--- src/rtl/cdc_bus_tx.sv ---
// cdc_bus_tx: source end of a two-phase toggle req/ack multi-bit clock-domain crossing.
// Optional ack timeout / transfer abandon is enabled with `define CDC_BUS_TX_TIMEOUT_EN.
module cdc_bus_tx #(
    parameter int WIDTH   = 8,
    parameter int STAGES  = 2,
    parameter int TIMEOUT = 1023
) (
    input  logic             clk,
    input  logic             rst_n,
    input  logic [WIDTH-1:0] in_data,
    input  logic             in_valid,
    output logic             in_ready,
    output logic [WIDTH-1:0] out_data,
    output logic             out_req,
    input  logic             ack_in,
    output logic             busy,
    output logic             timeout
);
    typedef enum logic {
        IDLE     = 1'b0,
        WAIT_ACK = 1'b1
    } state_e;

    generate
        if (STAGES < 2) begin : g_bad_stages
            $error("cdc_bus_tx: STAGES must be at least 2");
        end
        if (TIMEOUT < 1) begin : g_bad_timeout
            $error("cdc_bus_tx: TIMEOUT must be at least 1");
        end
    endgenerate

    state_e            state_q, state_d;
    logic [WIDTH-1:0]  out_data_q, out_data_d;
    logic              out_req_q, out_req_d;
    logic [STAGES-1:0] ack_sync_q, ack_sync_d;
    logic              ack_s;
    logic              ack_match;

    assign ack_sync_d = {ack_sync_q[STAGES-2:0], ack_in};
    assign ack_s      = ack_sync_q[STAGES-1];
    assign ack_match  = (ack_s == out_req_q);

    // Ready only when the previous toggle has been echoed back, even in IDLE,
    // so a stale ack after reset cannot complete the next transfer early.
    assign in_ready = (state_q == IDLE) && ack_match;
    assign busy     = (state_q == WAIT_ACK);
    assign out_data = out_data_q;
    assign out_req  = out_req_q;

`ifdef CDC_BUS_TX_TIMEOUT_EN
    localparam int CW = $clog2(TIMEOUT + 1);

    logic [CW-1:0] cnt_q, cnt_d, cnt_inc;
    logic          timeout_q, timeout_d;
    logic          expired;

    assign cnt_inc = cnt_q + 1'b1;
    assign expired = (cnt_inc == CW'(TIMEOUT));
    assign timeout = timeout_q;

    always_comb begin
        cnt_d = cnt_q;
        if (in_valid && in_ready) begin
            cnt_d = '0;
        end else if (state_q == WAIT_ACK) begin
            cnt_d = cnt_inc;
        end
    end

    always_ff @(posedge clk or negedge rst_n) begin
        if (!rst_n) begin
            cnt_q     <= '0;
            timeout_q <= 1'b0;
        end else begin
            cnt_q     <= cnt_d;
            timeout_q <= timeout_d;
        end
    end
`else
    assign timeout = 1'b0;
`endif

    always_comb begin
        state_d    = state_q;
        out_data_d = out_data_q;
        out_req_d  = out_req_q;
`ifdef CDC_BUS_TX_TIMEOUT_EN
        timeout_d  = 1'b0;
`endif
        case (state_q)
            IDLE: begin
                if (in_valid && in_ready) begin
                    out_data_d = in_data;
                    out_req_d  = ~out_req_q;
                    state_d    = WAIT_ACK;
                end
            end
            WAIT_ACK: begin
                if (ack_match) begin
                    state_d = IDLE;
`ifdef CDC_BUS_TX_TIMEOUT_EN
                end else if (expired) begin
                    // Abandon: realign req to the synchronized ack so the toggles agree again.
                    out_req_d = ack_s;
                    timeout_d = 1'b1;
                    state_d   = IDLE;
`endif
                end
            end
            default: state_d = IDLE;
        endcase
    end

    always_ff @(posedge clk or negedge rst_n) begin
        if (!rst_n) begin
            state_q    <= IDLE;
            out_data_q <= '0;
            out_req_q  <= 1'b0;
            ack_sync_q <= '0;
        end else begin
            state_q    <= state_d;
            out_data_q <= out_data_d;
            out_req_q  <= out_req_d;
            ack_sync_q <= ack_sync_d;
        end
    end

endmodule

--- config.mk ---
export PLATFORM = sky130hd
export DESIGN_NAME = cdc_bus_tx
export DESIGN_NICKNAME = d
export VERILOG_FILES = /design/src/rtl/cdc_bus_tx.sv
export SDC_FILE = /design/constraint.sdc
export NUM_CORES = 1
export LEC_CHECK = 0
export ABC_AREA = 0
export BUFFER_PORTS_ARGS = -buffer_cell sky130_fd_sc_hd__buf_2
export CELL_PAD_IN_SITES_DETAIL_PLACEMENT = 1
export CELL_PAD_IN_SITES_GLOBAL_PLACEMENT = 1
export CORE_MARGIN = 1.5
export CORE_UTILIZATION = 31
export CTS_BUF_LIST = sky130_fd_sc_hd__clkbuf_16
export DETAILED_ROUTE_END_ITERATION = 7
export HOLD_SLACK_MARGIN = 0.15
export PLACE_DENSITY_LB_ADDON = 0.1
export SYNTH_ARGS = -nofsm -noshare
export SYNTH_HDL_FRONTEND = slang
export SYNTH_SLANG_ARGS = --single-unit
--- constraint.sdc ---
create_clock -name clk -period 1.7 [get_ports clk]
set_clock_uncertainty 0.15 [all_clocks]
set_input_delay 0.51 -clock clk [delete_from_list [all_inputs] [get_ports clk]]
set_output_delay 0.51 -clock clk [all_outputs]
set_load 0.1 [all_outputs]
# --- Yosys cells after proc, flatten, opt, wreduce, memory -nomap -nowiden ---
# Index checks and enable logic that the tools add are counted.
totals:
  inputBits: 12
  wordCells: 13
  out_inout_bits: 12
  register_bits: 12
op_classes:
  n_eq_ne: 1
  bitwise: 2
  mux: 3
  n_reduce_logical: 3
op_table:
  columns: ["operator", "count"]
  rows:
  - ["logical AND 1 bit", 2]
  - ["2-to-1 mux 1 bit", 2]
  - ["NOT 1 bit", 2]
  - ["case mux 1 bit (2 select lines)", 1]
  - ["AND reduction 2 bit", 1]
  - ["equality test 1 bit", 1]

# --- Longest topological paths before layout ---
# Gate-level depths: netlist of the first run.
logic_depth:
  ltp_word: 5
  depth_mapped: 3
  depth_no_buf: 3

# --- Worst setup path before layout of the first run ---
# Ideal clock, no wire load.
synth_timing:
  path_kind: "register -> output"
  from: "reg out_req_q, in the netlist out_req"
  to: "out in_ready"
  arrival_time_ps: 2484
  setup_slack_ps: -1444
  n_path_buf: 0
  stages_incl_launch_ff: 3
  cell_sequence: "dfrtp_1 -> xor2_2 -> nor2_1"
synth_between:
  elab_chain_cells: 2
synth_lines:
  columns: ["item", "line_no", "source"]
  rows:
  - ["start: declaration", "35", "logic out_req_q, out_req_d;"]
  - ["start signal: assignment", "124", "out_req_q <= out_req_d;"]
  - ["equality test 1 bit", "42", "assign ack_match = (ack_s == out_req_q);"]
  - ["logical AND 1 bit", "46", "assign in_ready = (state_q == IDLE) && ack_match;"]
  - ["end: declaration", "12", "output logic in_ready,"]
# Every way passes these cells.

# --- Final worst setup path of the first run ---
# Ends and elaborated chain as after synthesis.

==> report_table.html, run 1 <==
<table>
<tr><th>Metric</th><th>Value</th></tr>
<tr><th colspan="2">Outcome</th></tr>
<tr><td>Result of the run</td><td>finished with violations</td></tr>
<tr><td>Failing checks</td><td>setup timing</td></tr>
<tr><th colspan="2">Hold path</th></tr>
<tr><td>Worst hold path class</td><td>reg -&gt; reg</td></tr>
<tr><td>HP Start</td><td>ack_sync_q[0]</td></tr>
<tr><td>End of the worst hold path</td><td>ack_sync_q[1]</td></tr>
<tr><td>Worst hold path depth</td><td>0</td></tr>
<tr><th colspan="2">Layout</th></tr>
<tr><td>Total of fill cells in the finished design</td><td>129</td></tr>
<tr><td>Area grow syn2layout</td><td>92.9%</td></tr>
<tr><td># nets final</td><td>71</td></tr>
<tr><td>Layout cell share with drive strength beyond 1</td><td>73.7%</td></tr>
<tr><td>Final core utilization</td><td>66.0%</td></tr>
<tr><td>Antenna cells</td><td>0</td></tr>
<tr><td>Final cell area excluding filler cells</td><td>881 µm²</td></tr>
<tr><th colspan="2">Synthesis</th></tr>
<tr><td>Area leader, netlist</td><td>sky130_fd_sc_hd__dfrtp_1</td></tr>
<tr><td>Mapped Area</td><td>457 µm²</td></tr>
<tr><td>Gate Count Post-Synth</td><td>29</td></tr>
<tr><td>Sequential area share after synthesis</td><td>65.8%</td></tr>
<tr><td>#FFs+latches synth</td><td>12</td></tr>
<tr><td>Xor and xnor area share after synthesis</td><td>3.56%</td></tr>
<tr><td>Number of nets in the synthesized netlist</td><td>between 40 and 50</td></tr>
<tr><td>Adder-cell area share of the yosys netlist</td><td>0%</td></tr>
<tr><td>Number of synthesis warnings</td><td>0</td></tr>
<tr><td>Count of distinct cell types in the synthesized netlist</td><td>11</td></tr>
<tr><td>Syn Area/Cell</td><td>15.7 µm²</td></tr>
<tr><td>Multiplexer share of the synthesized area</td><td>19.7%</td></tr>
<tr><td>Top cell type's share of synthesized area</td><td>65.8%</td></tr>
<tr><td>Combinational family with the most area after synthesis</td><td>multiplexers</td></tr>
<tr><td>Simple-Gate Fraction of Synth Area</td><td>5.48%</td></tr>
<tr><td>Largest cells by area after synthesis</td><td>sky130_fd_sc_hd__dfrtp_1, sky130_fd_sc_hd__mux2_2, sky130_fd_sc_hd__xor2_2, sky130_fd_sc_hd__nor2_4, sky130_fd_sc_hd__a21o_2</td></tr>
<tr><td>Fraction of the mapped netlist area in compound gates</td><td>approximately 3.0%</td></tr>
<tr><th colspan="2">Routing</th></tr>
<tr><td>Post-DRT Antenna Nets</td><td>0</td></tr>
<tr><td>DR iter-0 viols</td><td>1</td></tr>
<tr><td>Detail-routed net length per standard cell</td><td>16.2 µm</td></tr>
<tr><td>Drc violations</td><td>0</td></tr>
<tr><td>Length of the first detailed-routing pass in iterations</td><td>2</td></tr>
<tr><td>Via count</td><td>330</td></tr>
<tr><td>Mean number of vias per cell</td><td>4.58</td></tr>
<tr><td>Wirelength, routed</td><td>1170 µm</td></tr>
<tr><th colspan="2">Timing</th></tr>
<tr><td>RSZ-0062 raised after global routing</td><td>yes</td></tr>
<tr><td>Final worst path period need</td><td>1850 ps</td></tr>
<tr><td>Final setup fails</td><td>2</td></tr>
<tr><td>Total negative slack for setup checks</td><td>-157 ps</td></tr>
<tr><td>Fraction of the cycle the final worst path needs</td><td>109%</td></tr>
<tr><td>Number of hold violations in the final report</td><td>0</td></tr>
<tr><td>Max Clk Rate</td><td>about 540 MHz</td></tr>
<tr><td>Final Worst Setup Slack</td><td>-154 ps</td></tr>
<tr><td>Number of pins exceeding their max-slew limit in the final report</td><td>0</td></tr>
<tr><td>Worst hold slack</td><td>approximately 200 ps</td></tr>
<tr><th colspan="2">Worst setup path</th></tr>
<tr><td>Reg2Reg Launch Point</td><td>out_req</td></tr>
<tr><td>Startpoint-to-endpoint class of the critical path</td><td>reg -&gt; out</td></tr>
<tr><td>Worst path max stage delay</td><td>about 500 ps</td></tr>
<tr><td>Critical path arrival</td><td>1190 ps</td></tr>
<tr><td>Cell family contributing the most delay on the critical path</td><td>flip-flops</td></tr>
<tr><td>FF-to-FF path depth</td><td>4</td></tr>
<tr><td>Worst EP required</td><td>1040 ps</td></tr>
<tr><td>Number of logic stages on the critical path including buffering</td><td>3</td></tr>
<tr><td>Critical path buffer and inverter count</td><td>1</td></tr>
<tr><td>Slack of the worst reg-to-reg path</td><td>50 ps</td></tr>
<tr><td>Cell-by-cell trace of the critical path</td><td>xor2_4, nor2_4, buf_12</td></tr>
<tr><td>Critical path's slowest cell</td><td>sky130_fd_sc_hd__dfrtp_4</td></tr>
<tr><td>Kind of end point of the critical path</td><td>primary output</td></tr>
<tr><td>Worst-path maximum fanout</td><td>2</td></tr>
<tr><td>End of the worst register-to-register path</td><td>out_data[5]</td></tr>
<tr><td>Kind of start point of the critical path</td><td>flop</td></tr>
<tr><th colspan="2">Floorplan</th></tr>
<tr><td>Initial cell density of the core</td><td>34.2%</td></tr>
<tr><td>Chip height</td><td>41.4 µm</td></tr>
<tr><td>Die outline area</td><td>1710 µm²</td></tr>
<tr><td>Placement row count</td><td>13</td></tr>
<tr><td>Core Footprint</td><td>1330 µm²</td></tr>
<tr><td>Die X-Extent</td><td>between 40 and 50 µm</td></tr>
<tr><td>I/O pin count</td><td>24</td></tr>
<tr><th colspan="2">GRT</th></tr>
<tr><td>Vias in the first global route</td><td>346</td></tr>
<tr><td>Total gr overflow</td><td>0</td></tr>
<tr><td>Wire length of the first global-routing pass</td><td>1570 µm</td></tr>
<tr><td>Global-route usage over all layers</td><td>approximately 16%</td></tr>
<tr><td>Pin count of the biggest net entering global routing</td><td>13</td></tr>
<tr><td>Number of antenna violations at the first check in global routing</td><td>0</td></tr>
<tr><th colspan="2">CTS</th></tr>
<tr><td>Number of sinks on the clock net</td><td>12</td></tr>
<tr><td>Clock-pin slew reported for the worst setup and hold paths after clock tree synthesis</td><td>40 ps</td></tr>
<tr><td>TritonCTS clock tree</td><td>built</td></tr>
<tr><td>CTS root buffer</td><td>sky130_fd_sc_hd__clkbuf_16</td></tr>
<tr><td>Total CTS buffers</td><td>3</td></tr>
<tr><td>Maximum level of the CTS H-tree</td><td>1</td></tr>
<tr><td>Insertion delay to the later sink of the worst-skew pair</td><td>230 ps</td></tr>
<tr><td>Clock Tree Buf Depth</td><td>2</td></tr>
<tr><th colspan="2">Placed design</th></tr>
<tr><td>HPWL Detailed</td><td>892 µm</td></tr>
<tr><td>RePlAce Congestion</td><td>0.545</td></tr>
<tr><td>Port Buffers</td><td>22</td></tr>
<tr><td>Post-detailed-placement cell area</td><td>769 µm²</td></tr>
<tr><th colspan="2">Job</th></tr>
<tr><td>Max-Cap Viols</td><td>0</td></tr>
</table>
-- stage by stage --
| stage | worst slack, ps | std cells |
|---|---|---|
| global route | -174 | 72 |
| finish | -154 | 72 |
| floorplan | -319 | 29 |
| detailed placement | 26.3 | 65 |
| CTS | -164 | 71 |
| global placement | 54.1 | 65 |
-- synth_stat cells (all sizes together) --
master and instances:
dfrtp 12, mux2 8, nor2 2, a21o 1, buf 1, conb 1
nand2 1, nand2b 1, o21ai 1, xor2 1
-- state kept, by name, indices dropped and copies added, names as in the netlist --
name,cells
busy,1
ack_sync_q,2
out_data,8
out_req,1
-- layout by cell type, fill, tap and decap left out, drive strengths merged --
cell / netlist / routed
xor2: 1 / 1
nor2: 2 / 3
dlygate4sd3: 0 / 1
clkbuf: 0 / 3
mux2: 8 / 8
buf: 1 / 24
a21o: 1 / 1
o21ai: 1 / 1
nand2: 1 / 1
nand2b: 1 / 1
conb: 1 / 1
dfrtp: 12 / 12
-- worst register-to-register path, stage by stage, from the launching register on --
cell                      delay [ps]
sky130_fd_sc_hd__dfrtp_4         500
sky130_fd_sc_hd__xor2_4          170
sky130_fd_sc_hd__buf_4           170
sky130_fd_sc_hd__nor2_4          190
sky130_fd_sc_hd__mux2_2          370
-- cell type report --
cell class | count | area, µm² | share of cell area (%)
repair buffers | 25 | 300 | 34.1
flip-flops and latches | 12 | 308 | 34.9
well taps | 15 | 18.8 | 2.13
clock buffers | 3 | 75.1 | 8.52
multi-input cells | 17 | 179 | 20.3
-- what timing repair did --
action,in CTS,in global routing
endpoints found under the hold margin,12,0
gates resized for setup,0,1
pin swaps,2,1
endpoints found under the setup margin,1,10
setup buffers,2,0
hold buffers,1,0
gates cloned,0,1
-- metal layers --
| layer | track usage (%) | vias up | share of wire (%) |
|---|---|---|---|
| met3 | 5.32 | 0 | 5.6 |
| met2 | 26.2 | 14 | 58 |
| li1 | - | 151 | - |
| met5 | 0 | - | 0 |
| met1 | 17.7 | 165 | 36 |
| met4 | 7.26 | 0 | 0 |
-- logic make-up (layout without fill, tap and decap cells) --
kind of cell,after synthesis,count (layout)
flops,12,12
mux,8,8
simple gates,4,5
compound gates,2,2
other cells,1,1
xor+xnor,1,1
buf+inv,1,28
-- worst max path at each step --
| stage | slack, ps | endpoint | start |
|---|---|---|---|
| 2_1_floorplan | -320 | in_ready | out_req |
| 3_3_place_gp | 50 | in_ready | out_req |
| 3_5_place_dp | 30 | in_ready | out_req |
| 4_1_cts | -160 | in_ready | out_req |
| 5_1_grt | -170 | in_ready | out_req |
| 6_report | -150 | in_ready | out_req |
Power of run 1 is left out: the tool's default activity adds up to more than one toggle a clock period on the data nets, which glitch-free logic cannot reach.
==> run 2, diff against run 1 <==
Settings changed: SKIP_CTS_REPAIR_TIMING from default to 1.
==> run 2 against run 1 <==
Compared with the run above:
- sequential cell count did not move
- count of clock-buffer cells in the layout is the same
- the flow still finishes with violations (setup timing)
- setup slack got worse by 6.6 ps
- die area unchanged
- non-clock buffer count is the same
- final cell count unchanged
==> report_table.html, run 2 (synthesis results as in run 1) <==
<table>
<tr><th>Metric</th><th>Value</th></tr>
<tr><th colspan="2">Floorplan</th></tr>
<tr><td>Initial cell density of the core</td><td>34.2% (unchanged)</td></tr>
<tr><td>Die X-Extent</td><td>41.4 µm (unchanged)</td></tr>
<tr><td>Die outline area</td><td>1710 µm² (unchanged)</td></tr>
<tr><td>Placement row count</td><td>13 (unchanged)</td></tr>
<tr><td>Chip height</td><td>41.4 µm (unchanged)</td></tr>
<tr><td>I/O pin count</td><td>24 (unchanged)</td></tr>
<tr><td>Core Footprint</td><td>1330 µm² (unchanged)</td></tr>
<tr><th colspan="2">Layout</th></tr>
<tr><td>Highest-count cells in the layout ignoring fill and taps</td><td>sky130_fd_sc_hd__buf_2, sky130_fd_sc_hd__buf_12, sky130_fd_sc_hd__dfrtp_1</td></tr>
<tr><td>Area grow syn2layout</td><td>93.4%</td></tr>
<tr><td>Antenna cells</td><td>0 (unchanged)</td></tr>
<tr><td># nets final</td><td>71 (unchanged)</td></tr>
<tr><td>Flip-flop count of the largest register, all copies and words added</td><td>8 (unchanged)</td></tr>
<tr><td>Layout cell share with drive strength beyond 1</td><td>75.4% (+1.8 points)</td></tr>
<tr><th colspan="2">Timing</th></tr>
<tr><td>Final setup fails</td><td>2 (unchanged)</td></tr>
<tr><td>Total negative slack for setup checks</td><td>-167 ps (-9.14 ps)</td></tr>
<tr><td>Number of pins exceeding their max-slew limit in the final report</td><td>0 (unchanged)</td></tr>
<tr><td>Final Worst Setup Slack</td><td>-160 ps (-6.56 ps)</td></tr>
<tr><td>RSZ-0062 raised after global routing</td><td>yes</td></tr>
<tr><td>Max Clk Rate</td><td>538 MHz (-0.35%)</td></tr>
<tr><td>Number of hold violations in the final report</td><td>0 (unchanged)</td></tr>
<tr><td>Final worst path period need</td><td>1860 ps (+6.57 ps)</td></tr>
<tr><td>Fraction of the cycle the final worst path needs</td><td>109% (+0.39 points)</td></tr>
<tr><th colspan="2">GRT</th></tr>
<tr><td>Pin count of the biggest net entering global routing</td><td>13 (unchanged)</td></tr>
<tr><td>Global-route usage over all layers</td><td>15.1% (-0.45 points)</td></tr>
<tr><td>Total gr overflow</td><td>0 (unchanged)</td></tr>
<tr><td>Wire length of the first global-routing pass</td><td>1520 µm (-3.1%)</td></tr>
<tr><td>Vias in the first global route</td><td>333 (-3.8%)</td></tr>
<tr><td>Number of antenna violations at the first check in global routing</td><td>0 (unchanged)</td></tr>
<tr><th colspan="2">CTS</th></tr>
<tr><td>Total CTS buffers</td><td>3 (unchanged)</td></tr>
<tr><td>Insertion delay to the later sink of the worst-skew pair</td><td>230 ps (about the same)</td></tr>
<tr><td>Maximum level of the CTS H-tree</td><td>1 (unchanged)</td></tr>
<tr><td>Number of sinks on the clock net</td><td>12 (unchanged)</td></tr>
<tr><td>CTS root buffer</td><td>sky130_fd_sc_hd__clkbuf_16</td></tr>
<tr><td>Clock Tree Buf Depth</td><td>2 (unchanged)</td></tr>
<tr><td>TritonCTS clock tree</td><td>built</td></tr>
<tr><td>Clock-pin slew reported for the worst setup and hold paths after clock tree synthesis</td><td>40 ps (about the same)</td></tr>
<tr><th colspan="2">Routing</th></tr>
<tr><td>Detail-routed net length per standard cell</td><td>16.1 µm (-0.43%)</td></tr>
<tr><td>Drc violations</td><td>0 (unchanged)</td></tr>
<tr><td>Wirelength, routed</td><td>1160 µm (-0.43%)</td></tr>
<tr><td>Length of the first detailed-routing pass in iterations</td><td>2 (unchanged)</td></tr>
<tr><td>Via count</td><td>335 (+1.5%)</td></tr>
<tr><td>DR iter-0 viols</td><td>1 (unchanged)</td></tr>
<tr><td>Post-DRT Antenna Nets</td><td>0 (unchanged)</td></tr>
<tr><td>Mean number of vias per cell</td><td>4.65 (+1.5%)</td></tr>
<tr><th colspan="2">Worst setup path</th></tr>
<tr><td>Worst-path maximum fanout</td><td>3 (+1)</td></tr>
<tr><td>Reg2Reg Launch Point</td><td>out_req</td></tr>
<tr><td>Cell-by-cell trace of the critical path</td><td>xor2_4, nor2_4, buf_12</td></tr>
<tr><td>Kind of end point of the critical path</td><td>primary output</td></tr>
<tr><td>Kind of start point of the critical path</td><td>flop</td></tr>
<tr><td>Worst EP required</td><td>1040 ps (about the same)</td></tr>
<tr><td>Destination of the critical timing path</td><td>in_ready</td></tr>
<tr><td>Source of the critical timing path</td><td>out_req</td></tr>
<tr><td>Startpoint-to-endpoint class of the critical path</td><td>reg -&gt; out</td></tr>
<tr><td>End of the worst register-to-register path</td><td>out_data[5]</td></tr>
<tr><td>Critical path arrival</td><td>1200 ps (about the same)</td></tr>
<tr><td>Critical path's slowest cell</td><td>sky130_fd_sc_hd__dfrtp_4</td></tr>
<tr><td>Slack of the worst reg-to-reg path</td><td>70 ps (+20 ps)</td></tr>
<tr><td>Worst path max stage delay</td><td>500 ps (about the same)</td></tr>
<tr><td>FF-to-FF path depth</td><td>4 (unchanged)</td></tr>
<tr><th colspan="2">Placed design</th></tr>
<tr><td>Port Buffers</td><td>22 (unchanged)</td></tr>
<tr><td>RePlAce Congestion</td><td>0.545 (unchanged)</td></tr>
<tr><td>HPWL Detailed</td><td>892 µm (unchanged)</td></tr>
<tr><th colspan="2">Outcome</th></tr>
<tr><td>Result of the run</td><td>finished with violations</td></tr>
<tr><td>Failing checks</td><td>setup timing</td></tr>
<tr><th colspan="2">Job</th></tr>
<tr><td>Max-Cap Viols</td><td>0 (unchanged)</td></tr>
<tr><th colspan="2">Hold path</th></tr>
<tr><td>Worst hold path class</td><td>reg -&gt; reg</td></tr>
</table>
[run 2: how the worst min path moves through the flow]
stage,depth (start not counted),slack [ps],start,to
3_5_place_dp,0,190,ack_sync_q[0],ack_sync_q[1]
5_1_grt,0,220,ack_sync_q[0],ack_sync_q[1]
4_1_cts,1,-1,rst_n,busy
6_report,0,200,ack_sync_q[0],ack_sync_q[1]
2_1_floorplan,0,60,rst_n,ack_sync_q[0]
3_3_place_gp,0,180,ack_sync_q[0],ack_sync_q[1]
[run 2: final cells by class]
class	instances	area, µm²
multi-input combinational	17	181
tap	15	18.8
fill	129	450
sequential	12	308
clock buffer	3	75.1
timing repair buffer	25	300
[run 2: through the flow]
step	hold slack [ps]	cell area, µm²	worst slack (ps)	instances	utilization, %
after floorplan	64.4	483	-319	29	-
after global placement	184	769	54.1	65	57.7
after detailed placement	192	769	26.3	65	57.7
after CTS	-0.957	845	-227	68	63.3
after global routing	222	883	-183	72	66.2
final	198	883	-160	72	66.2
[run 2: metal layers]
| metal | vias to the layer above | global-route usage [%] | wire (µm) |
|---|---|---|---|
| li1 | 153 | - | - |
| met1 | 168 | 17.7 | 420 |
| met2 | 14 | 24.6 | 674 |
| met3 | 0 | 5.32 | 65 |
| met4 | 0 | 7.26 | 0 |
| met5 | - | 0 | 0 |
[run 2: critical path, delay by kind of cell, from the launching register on]
family / cells / cell delay [ps]
and+or+nand+nor: 1 / 110
xor gates and xnor gates: 1 / 180
buffers and inverters: 1 / 180
DFF: 1 / 500
Power of run 2 is left out for the same reason.
